<file path="src/rtl/ca_live_cell_lister_pkg.sv">
// Shared definitions for the CA live-cell lister and the neighbour-rule update stage.
// Grid geometry, cell index type, lister FSM encoding and an edge-cell helper.
package ca_pkg;

    localparam int ROWS  = 8;
    localparam int COLS  = 8;
    localparam int CELLS = ROWS * COLS;
    localparam int IDX_W = $clog2(CELLS);

    typedef logic [IDX_W-1:0] cell_idx_t;

    typedef enum logic [1:0] {
        IDLE = 2'd0,
        EMIT = 2'd1,
        DONE = 2'd2
    } list_state_t;

    // True when the cell touches the torus-wrap boundary (first/last row or column)
    function automatic logic is_edge_cell(input cell_idx_t idx);
        int row;
        int col;
        row = int'(idx) / COLS;
        col = int'(idx) % COLS;
        return (row == 0) || (row == ROWS - 1) || (col == 0) || (col == COLS - 1);
    endfunction

endpackage

</file>
<file path="src/rtl/ca_live_cell_lister_if.sv">
// Output stream of the live-cell lister: one cell index per beat.
// Handshake: a beat transfers on a rising clk edge where out_valid && out_ready;
// once out_valid is high it stays high with out_idx/out_last/out_edge stable
// until that transfer, and out_valid never depends on out_ready.
// Optional macro CA_LIST_EDGE_TAG_EN adds the out_edge tag.
interface ca_live_cell_lister_if;
    import ca_pkg::*;

    logic      out_valid;
    logic      out_ready;
    cell_idx_t out_idx;
    logic      out_last;
`ifdef CA_LIST_EDGE_TAG_EN
    logic      out_edge;

    modport master (output out_valid, output out_idx, output out_last, output out_edge,
                    input out_ready);
    modport slave  (input out_valid, input out_idx, input out_last, input out_edge,
                    output out_ready);
`else
    modport master (output out_valid, output out_idx, output out_last, input out_ready);
    modport slave  (input out_valid, input out_idx, input out_last, output out_ready);
`endif

endinterface

</file>
<file path="src/rtl/ca_live_cell_lister_lsb_encoder.sv">
// Purely combinational lowest-set-bit finder over the whole grid vector.
// idx is the position of the lowest 1; any flags a non-zero vector (idx=0 when empty).
module ca_lsb_encoder
    import ca_pkg::*;
(
    input  logic [CELLS-1:0] vec,
    output cell_idx_t        idx,
    output logic             any
);

    // Scan from the top down so the lowest set bit is the last one to win
    always_comb begin
        idx = '0;
        any = 1'b0;
        for (int i = CELLS - 1; i >= 0; i--) begin
            if (vec[i]) begin
                idx = cell_idx_t'(i);
                any = 1'b1;
            end
        end
    end

endmodule

</file>
<file path="src/rtl/ca_live_cell_lister.sv">
// Live-cell lister: snapshots the CA grid on start and streams the index of
// every live cell in ascending order, one per accepted beat, then pulses done.
// Optional macro CA_LIST_EDGE_TAG_EN adds out_edge (cell on a wrap boundary).
module ca_live_cell_lister
    import ca_pkg::*;
(
    input  logic                        clk,
    input  logic                        rst_n,
    input  logic                        start,
    input  logic [CELLS-1:0]            grid_in,
    output logic                        busy,
    output logic                        done,
    output logic [IDX_W:0]              live_count,
    output list_state_t                 state_dbg,
    ca_live_cell_lister_if.master       out
);

    localparam logic [1:0] S_IDLE = IDLE;
    localparam logic [1:0] S_EMIT = EMIT;
    localparam logic [1:0] S_DONE = DONE;

    localparam logic [CELLS-1:0] ONE = {{(CELLS-1){1'b0}}, 1'b1};

    logic [1:0]       state;
    logic [1:0]       state_nxt;
    logic [CELLS-1:0] snap;
    logic [CELLS-1:0] snap_rest;
    cell_idx_t        lsb_idx;
    logic             lsb_any;
    logic             emit_active;
    logic             beat_last;
    logic             fire;

    ca_lsb_encoder u_lsb (
        .vec (snap),
        .idx (lsb_idx),
        .any (lsb_any)
    );

    // snap with its lowest live cell cleared; empty remainder means this is the last beat
    assign snap_rest   = snap & (snap - ONE);
    assign emit_active = (state == S_EMIT) && lsb_any;
    assign beat_last   = (snap_rest == '0);
    assign fire        = emit_active && out.out_ready;

    assign out.out_valid = emit_active;
    assign out.out_idx   = emit_active ? lsb_idx : '0;
    assign out.out_last  = emit_active && beat_last;
`ifdef CA_LIST_EDGE_TAG_EN
    assign out.out_edge  = emit_active && is_edge_cell(lsb_idx);
`endif

    assign busy      = (state != S_IDLE);
    assign done      = (state == S_DONE);
    assign state_dbg = list_state_t'(state);

    // Next-state: empty grid skips straight to DONE; last accepted beat ends the pass
    always_comb begin
        state_nxt = state;
        case (state)
            S_IDLE: begin
                if (start) begin
                    state_nxt = (grid_in != '0) ? S_EMIT : S_DONE;
                end
            end
            S_EMIT: begin
                if (fire && beat_last) begin
                    state_nxt = S_DONE;
                end
            end
            S_DONE:  state_nxt = S_IDLE;
            default: state_nxt = S_IDLE;
        endcase
    end

    // State register
    always_ff @(posedge clk or negedge rst_n) begin
        if (!rst_n) begin
            state <= S_IDLE;
        end else begin
            state <= state_nxt;
        end
    end

    // Snapshot register: loaded once per pass, peeled one live cell per accepted beat
    always_ff @(posedge clk or negedge rst_n) begin
        if (!rst_n) begin
            snap <= '0;
        end else if (state == S_IDLE && start) begin
            snap <= grid_in;
        end else if (fire) begin
            snap <= snap_rest;
        end
    end

    // Beat counter: cleared on an accepted start, holds after the pass until the next one
    always_ff @(posedge clk or negedge rst_n) begin
        if (!rst_n) begin
            live_count <= '0;
        end else if (state == S_IDLE && start) begin
            live_count <= '0;
        end else if (fire) begin
            live_count <= live_count + 1'b1;
        end
    end

endmodule

</file>
<file path="src/flat_wrapper.sv">
// flat-port wrapper written by rule: the top's interface ports become plain ports
module ca_live_cell_lister_flat import ca_pkg::*;
  (clk, rst_n, start, grid_in, busy, done, live_count, state_dbg, out_out_valid, out_out_idx, out_out_last, out_out_ready);
  ca_live_cell_lister_if out_i ();
  input  logic clk;
  input  logic rst_n;
  input  logic start;
  input  logic [CELLS-1:0] grid_in;
  output logic busy;
  output logic done;
  output logic [IDX_W:0] live_count;
  output list_state_t state_dbg;
  output wire logic [$bits(out_i.out_valid)-1:0] out_out_valid;
  output wire logic [$bits(out_i.out_idx)-1:0] out_out_idx;
  output wire logic [$bits(out_i.out_last)-1:0] out_out_last;
  input wire logic [$bits(out_i.out_ready)-1:0] out_out_ready;
  assign out_out_valid = out_i.out_valid;
  assign out_out_idx = out_i.out_idx;
  assign out_out_last = out_i.out_last;
  assign out_i.out_ready = out_out_ready;
  ca_live_cell_lister u_core (.clk(clk), .rst_n(rst_n), .start(start), .grid_in(grid_in), .busy(busy), .done(done), .live_count(live_count), .state_dbg(state_dbg), .out(out_i));
endmodule
</file>
<file path="config.mk">
export PLATFORM = sky130hd
export DESIGN_NAME = ca_live_cell_lister_flat
export DESIGN_NICKNAME = d
export VERILOG_FILES = /design/src/rtl/ca_live_cell_lister_pkg.sv /design/src/rtl/ca_live_cell_lister_if.sv /design/src/rtl/ca_live_cell_lister_lsb_encoder.sv /design/src/rtl/ca_live_cell_lister.sv /design/src/flat_wrapper.sv
export SDC_FILE = /design/constraint.sdc
export NUM_CORES = 1
export LEC_CHECK = 0
export CORE_ASPECT_RATIO = 0.5
export CORE_UTILIZATION = 45
export CTS_CLUSTER_DIAMETER = 80
export CTS_CLUSTER_SIZE = 8
export DETAILED_ROUTE_END_ITERATION = 10
export MAX_ROUTING_LAYER = met4
export PLACE_DENSITY_LB_ADDON = 0.08
export SYNTH_ARGS = -nofsm -noshare
export SYNTH_HDL_FRONTEND = slang
export SYNTH_SLANG_ARGS = --single-unit
</file>
<file path="constraint.sdc">
create_clock -name clk -period 4.7 [get_ports clk]
set_input_delay 0.94 -clock clk [delete_from_list [all_inputs] [get_ports clk]]
set_output_delay 0.94 -clock clk [all_outputs]
set_load 0.1 [all_outputs]
</file>
# Yosys cells after proc, flatten, opt, wreduce, memory -nomap -nowiden
# Index checks and enable logic that the tools add are counted.
# word_totals
reg_bits	73
input_bits	68
output_inout_bits	19
elab_cells	158
# classes
addsub	2
n_eq_ne	4
mux	137
bitwise	1
n_reduce_logical	11
# op_table
operator	n
$mux 6	65
$mux 64	2
$and 64x64->64	1
$logic_not 64->1	1
$mux 1	64
$reduce_bool 64->1	1
$sub 64x1->64 const B	1
$mux 7	2
$add 7x1->7 const B	1
$mux 2	3
$logic_and 1x1->1	5
$ne 2x2->1 const B	2
$pmux 2 s2	1
$reduce_bool 2->1	2
$eq 2x1->1 const B	1
$eq 2x2->1 const B	1
$logic_not 2->1	1
$reduce_and 2->1	1

# Longest topological paths before layout
# logic_depth
word_depth	69
depth_mapped	11
ltp_nobuf	8

# By module
# Synthesis repeated with hierarchy kept, for this count alone.
# unflattened
cells_unflattened	748
area_unflattened_um2	5522.8
# by_module_without_submodules
module	n_inst	cells_per_inst	area_per_inst_um2	seq_area_each_um2
ca_live_cell_lister	1	608	4759.6	1826.8
ca_lsb_encoder	1	140	763.2	0.0

# Worst setup path before layout
# Ideal clock, no wire load.
# synth_path
kind	register -> output
startpoint	register u_core.snap[13]
endpoint	output port out_out_idx[2]
arrival_ns	5.373
required_ns	3.760
setup_slack_ns	-1.613
path_stages_with_launch	12
path_buffers	3
cell_sequence	dfrtp_1 -> clkbuf_1 -> nor4_1 -> or4b_4 -> clkbuf_1 -> clkbuf_1 -> nor2_1 -> nand2_1 -> nand2_1 -> inv_1 -> nand2_1 -> nor4_1
# synth_via
elab_chain_cells	16
word_cells_on_any_way	30
cone_classes	mux: 29; reduce/logical: 1
# synth_rtl
element	line	rtl
start, declared	ca_live_cell_lister.sv:26	logic [CELLS-1:0] snap;
start signal, assigned	ca_live_cell_lister.sv:90	snap <= grid_in;
start signal, assigned	ca_live_cell_lister.sv:92	snap <= snap_rest;
$mux 1 (14 in series)	ca_live_cell_lister_lsb_encoder.sv:16	if (vec[i]) begin
$logic_and 1x1->1	ca_live_cell_lister.sv:42	assign emit_active = (state == S_EMIT) && lsb_any;
net out_out_valid	flat_wrapper.sv:13	output wire logic [$bits(out_i.out_valid)-1:0] out_out_valid;
$mux 6	ca_live_cell_lister.sv:47	assign out.out_idx = emit_active ? lsb_idx : '0;
end, declared	flat_wrapper.sv:14	output wire logic [$bits(out_i.out_idx)-1:0] out_out_idx;
# The timed path passes the listed nets, and every way through them passes these cells.

# Final worst setup path
# layout_path
startpoint	register u_core.snap[1]
endpoint	output port out_out_last
# layout_via
elab_chain_cells	4
word_cells_on_any_way	7
cone_classes	add/sub: 1; mux: 2; bitwise: 1; reduce/logical: 3
# layout_rtl
element	line	rtl
$sub 64x1->64 or $mux 1 (tied branches)	ca_live_cell_lister.sv:41, ca_live_cell_lister_lsb_encoder.sv:16	
$and 64x64->64 or $mux 1 (tied branches)	ca_live_cell_lister.sv:41, ca_live_cell_lister_lsb_encoder.sv:16	
$logic_not 64->1 or $logic_and 1x1->1 (tied branches)	ca_live_cell_lister.sv:43, ca_live_cell_lister.sv:42	
$logic_and 1x1->1 (*)	ca_live_cell_lister.sv:48	assign out.out_last = emit_active && beat_last;
end, declared	flat_wrapper.sv:15	output wire logic [$bits(out_i.out_last)-1:0] out_out_last;
# Every way passes the cells marked *; elsewhere a longest branch is shown, timed or not.

==> impl_metrics.ini <==
[critical_path]
critPathMaxFanout = 5
cp_top_family = simple AND/OR/NAND/NOR gates
crit_arrival_ns = 3.98
critical_path_class = reg -> out
slowest_stage = or4b_4
max_stage_delay_ns = 0.61
critPathBufInv = 2
setup.worst_path.end_class = output pin
cp_cell_sequence = or4_4 -> or4b_4 -> buf_8 -> or2_4 -> o41ai_2 -> nand4_1 -> or4_1 -> or3_4 -> nor2_4 -> buf_12
crit_required_ns = 3.76
setup.worst_path.start_class = flop

[cts]
insertion_delay_ns = 0.35
ctsRootBufferMaster = clkbuf_16
cts_buffers = 9
cts_tree = built
cts_sinks = 73
clockBufferDepth = 2
hold_buffers = 0
h-tree-depth = 3
cts.clk_slew.worst_paths_ns = 0.06

[global_route]
grt_use_met1_pct = 53.31
grt_max_degree = 45
grtUsageMet3_pct = 8.310
gr-total-overflow = 0
globalRoute.busiestLayer = met1
grt_pass1_wl_um = 31970
grt_use_met2_pct = 52.12
antenna_found_initial = 1
grt_use_total_pct = 36.93
grt_pass1_vias = 5645

[logic_synthesis]
synth_top_area_share_pct = 35.95
syn_area_mm2 = 0.005081
syn-instance-count = 677
synth.largest_area_cell = dfrtp_1
yosysWarningCount = 0
yosysSeqAreaShare_pct = 35.95
async_flop_share_pct = 100.0
synth_ff_type = dfrtp_1
synth-edff-count = 0
synth.area.top_cells = dfrtp_1 (36%), nand2_1 (8.9%), nor4_1 (5.4%)
synth_most_common_cell = nand2_1
avgSynthCellArea_um2 = 7.505
synth_nets = 746
synth_commonest_cells = nand2_1 (121), dfrtp_1 (73), nor2_1 (62)
synth_seq_cells = 73
ys_types = 59

[sta]
max_freq_ghz = 0.2033
layout_setup_ws_ns = -0.2198
hold_violations = 0
slew_violations = 0
fin_crit_sh_pct = 104.7
maxSlewHeadroom_pct = 31.34
rsz0062_at_grt = yes
fin_crit_ns = 4.920
tightest_slew_ns = 1.024
setup_viol = 1
fin_skew_ns = 0.008166

[floorplanning]
start_util_pct = 48.06
ios = 87
die_h_um = 77.14
die_area_mm2 = 0.01175
die_width_um = 152.3
fp-row-count = 26
coreArea_mm2 = 0.01057

[hold_path]
hold_path_class = reg -> reg

[detailed_routing]
drc = 4
dr.pass1.iters = 9
ant_nets = 0
drt_iter0_markers = 720
routed_wl_um = 20270
vias = 6067
viasPerCell = 6.427
routedWlPerCell_um = 21.47

[finish]
multi_input_area_mm2 = 0.003119
area_growth_pct = 37.95
fin_nets = 868
drive_above_1_share_pct = 16.31
fill_cells = 906
final-seq-area_mm2 = 0.001827

[status]
run_status = finished with violations
violations = design-rule violations, negative setup slack

[place]
portBuffers = 86
gp_congestion = 1.040
hpwl_um = 15220
place_ws_ns = 0.1139

[flow_run]
maxCapViolCount = 0
==> repair_timing <==
action / in CTS / in global routing
cloned: 1 / 0
setup buffers: 4 / 0
gates resized for setup: 7 / 11
pin swaps: 6 / 1
setup endpoints to repair: 1 / 1
==> final cells by class <==
class	instances	share of cell area, %
Clock inverter	6	1.660
Multi-Input combinational cell	533	44.50
Sequential cell	73	26.06
Inverter	22	1.178
Timing Repair Buffer	160	20.85
Clock buffer	9	3.213
Tap cell	140	2.499
Antenna cell	1	0.03570
==> metrics by stage <==
step / hold WS (ns) / instance area (µm²) / util, % / instances / TNS, ns
2_1_floorplan: 0.5418 / 5136 / - / 677 / 0
3_3_place_gp: 0.5323 / 6516 / 61.63 / 923 / 0
3_5_place_dp: 0.5405 / 6516 / 61.63 / 923 / 0
4_1_cts: 0.5562 / 6949 / 65.73 / 943 / -0.1483
5_1_grt: 0.5811 / 7009 / 66.30 / 944 / -0.2858
6_report: 0.5539 / 7009 / 66.30 / 944 / -0.2198
==> cells by family (layout without fill, tap and decap cells) <==
logic type / Yosys count / in the layout / synth area share (%)
AOI/OAI and AO/OA: 187 / 187 / 24.77
xor gates and xnor gates: 4 / 4 / 0.6896
adders and majority gates: 2 / 2 / 0.4432
buffers and inverters: 71 / 197 / 5.270
DFF: 73 / 73 / 35.95
muxes: 5 / 5 / 0.9850
other: 0 / 1 / 0
and+or+nand+nor: 335 / 335 / 31.89
==> state kept, by name (all words and copies together) (netlist names) <==
| register | flops |
|---|---|
| u_core.snap | 64 |
| u_core.state_dbg | 2 |
| u_core.live_count | 7 |
==> metal layers <==
metal / vias to the layer above / part of all wire (%)
li1: 2782 / -
met1: 2886 / 46
met2: 365 / 41
met3: 34 / 11
met4: 0 / 1.2
met5: - / 0
==> worst min-delay path, stage by stage (launching register included) <==
cell,delay (ns)
dfrtp_1,0.36
xnor2_1,0.12
nor2_1,0.04
==> placed cells by master, fill, tap and decap left out, types with 4 or more instances in the layout <==
master           count
a211oi_1             8
a21oi_1             30
a22o_1               8
a31oi_1              8
buf_4               77
clkbuf_16            9
clkdlybuf4s50_1     77
dfrtp_1             73
inv_1               22
mux2i_1              5
nand2_1            121
nand2b_1             4
nand3_1             27
nand4_1             13
nor2_1              61
nor3_1              23
nor4_1              41
o211ai_1            11
o21ai_0             50
o311ai_0            12
o31ai_1             17
o41ai_1              9
or2_2                4
or3_1                6
or4_1                7
or4_4                5
==> path summary, 6_finish.rpt <==
path | startpoint | end | slack [ns] | depth (start not counted)
min | u_core.live_count[6] | u_core.live_count[6] | 0.55 | 2
max reg2reg | u_core.snap[1] | u_core.state_dbg[0] | 0.93 | 10
min in group asynchronous | rst_n | u_core.live_count[6] | 0.68 | 1
max in group asynchronous | rst_n | u_core.snap[53] | 2.99 | 2
min reg2reg | u_core.live_count[6] | u_core.live_count[6] | 0.55 | 2
max | u_core.snap[1] | out_out_last | -0.22 | 10
Power is left out: the tool's default activity adds up to more than one toggle a clock period on the data nets, which glitch-free logic cannot reach.
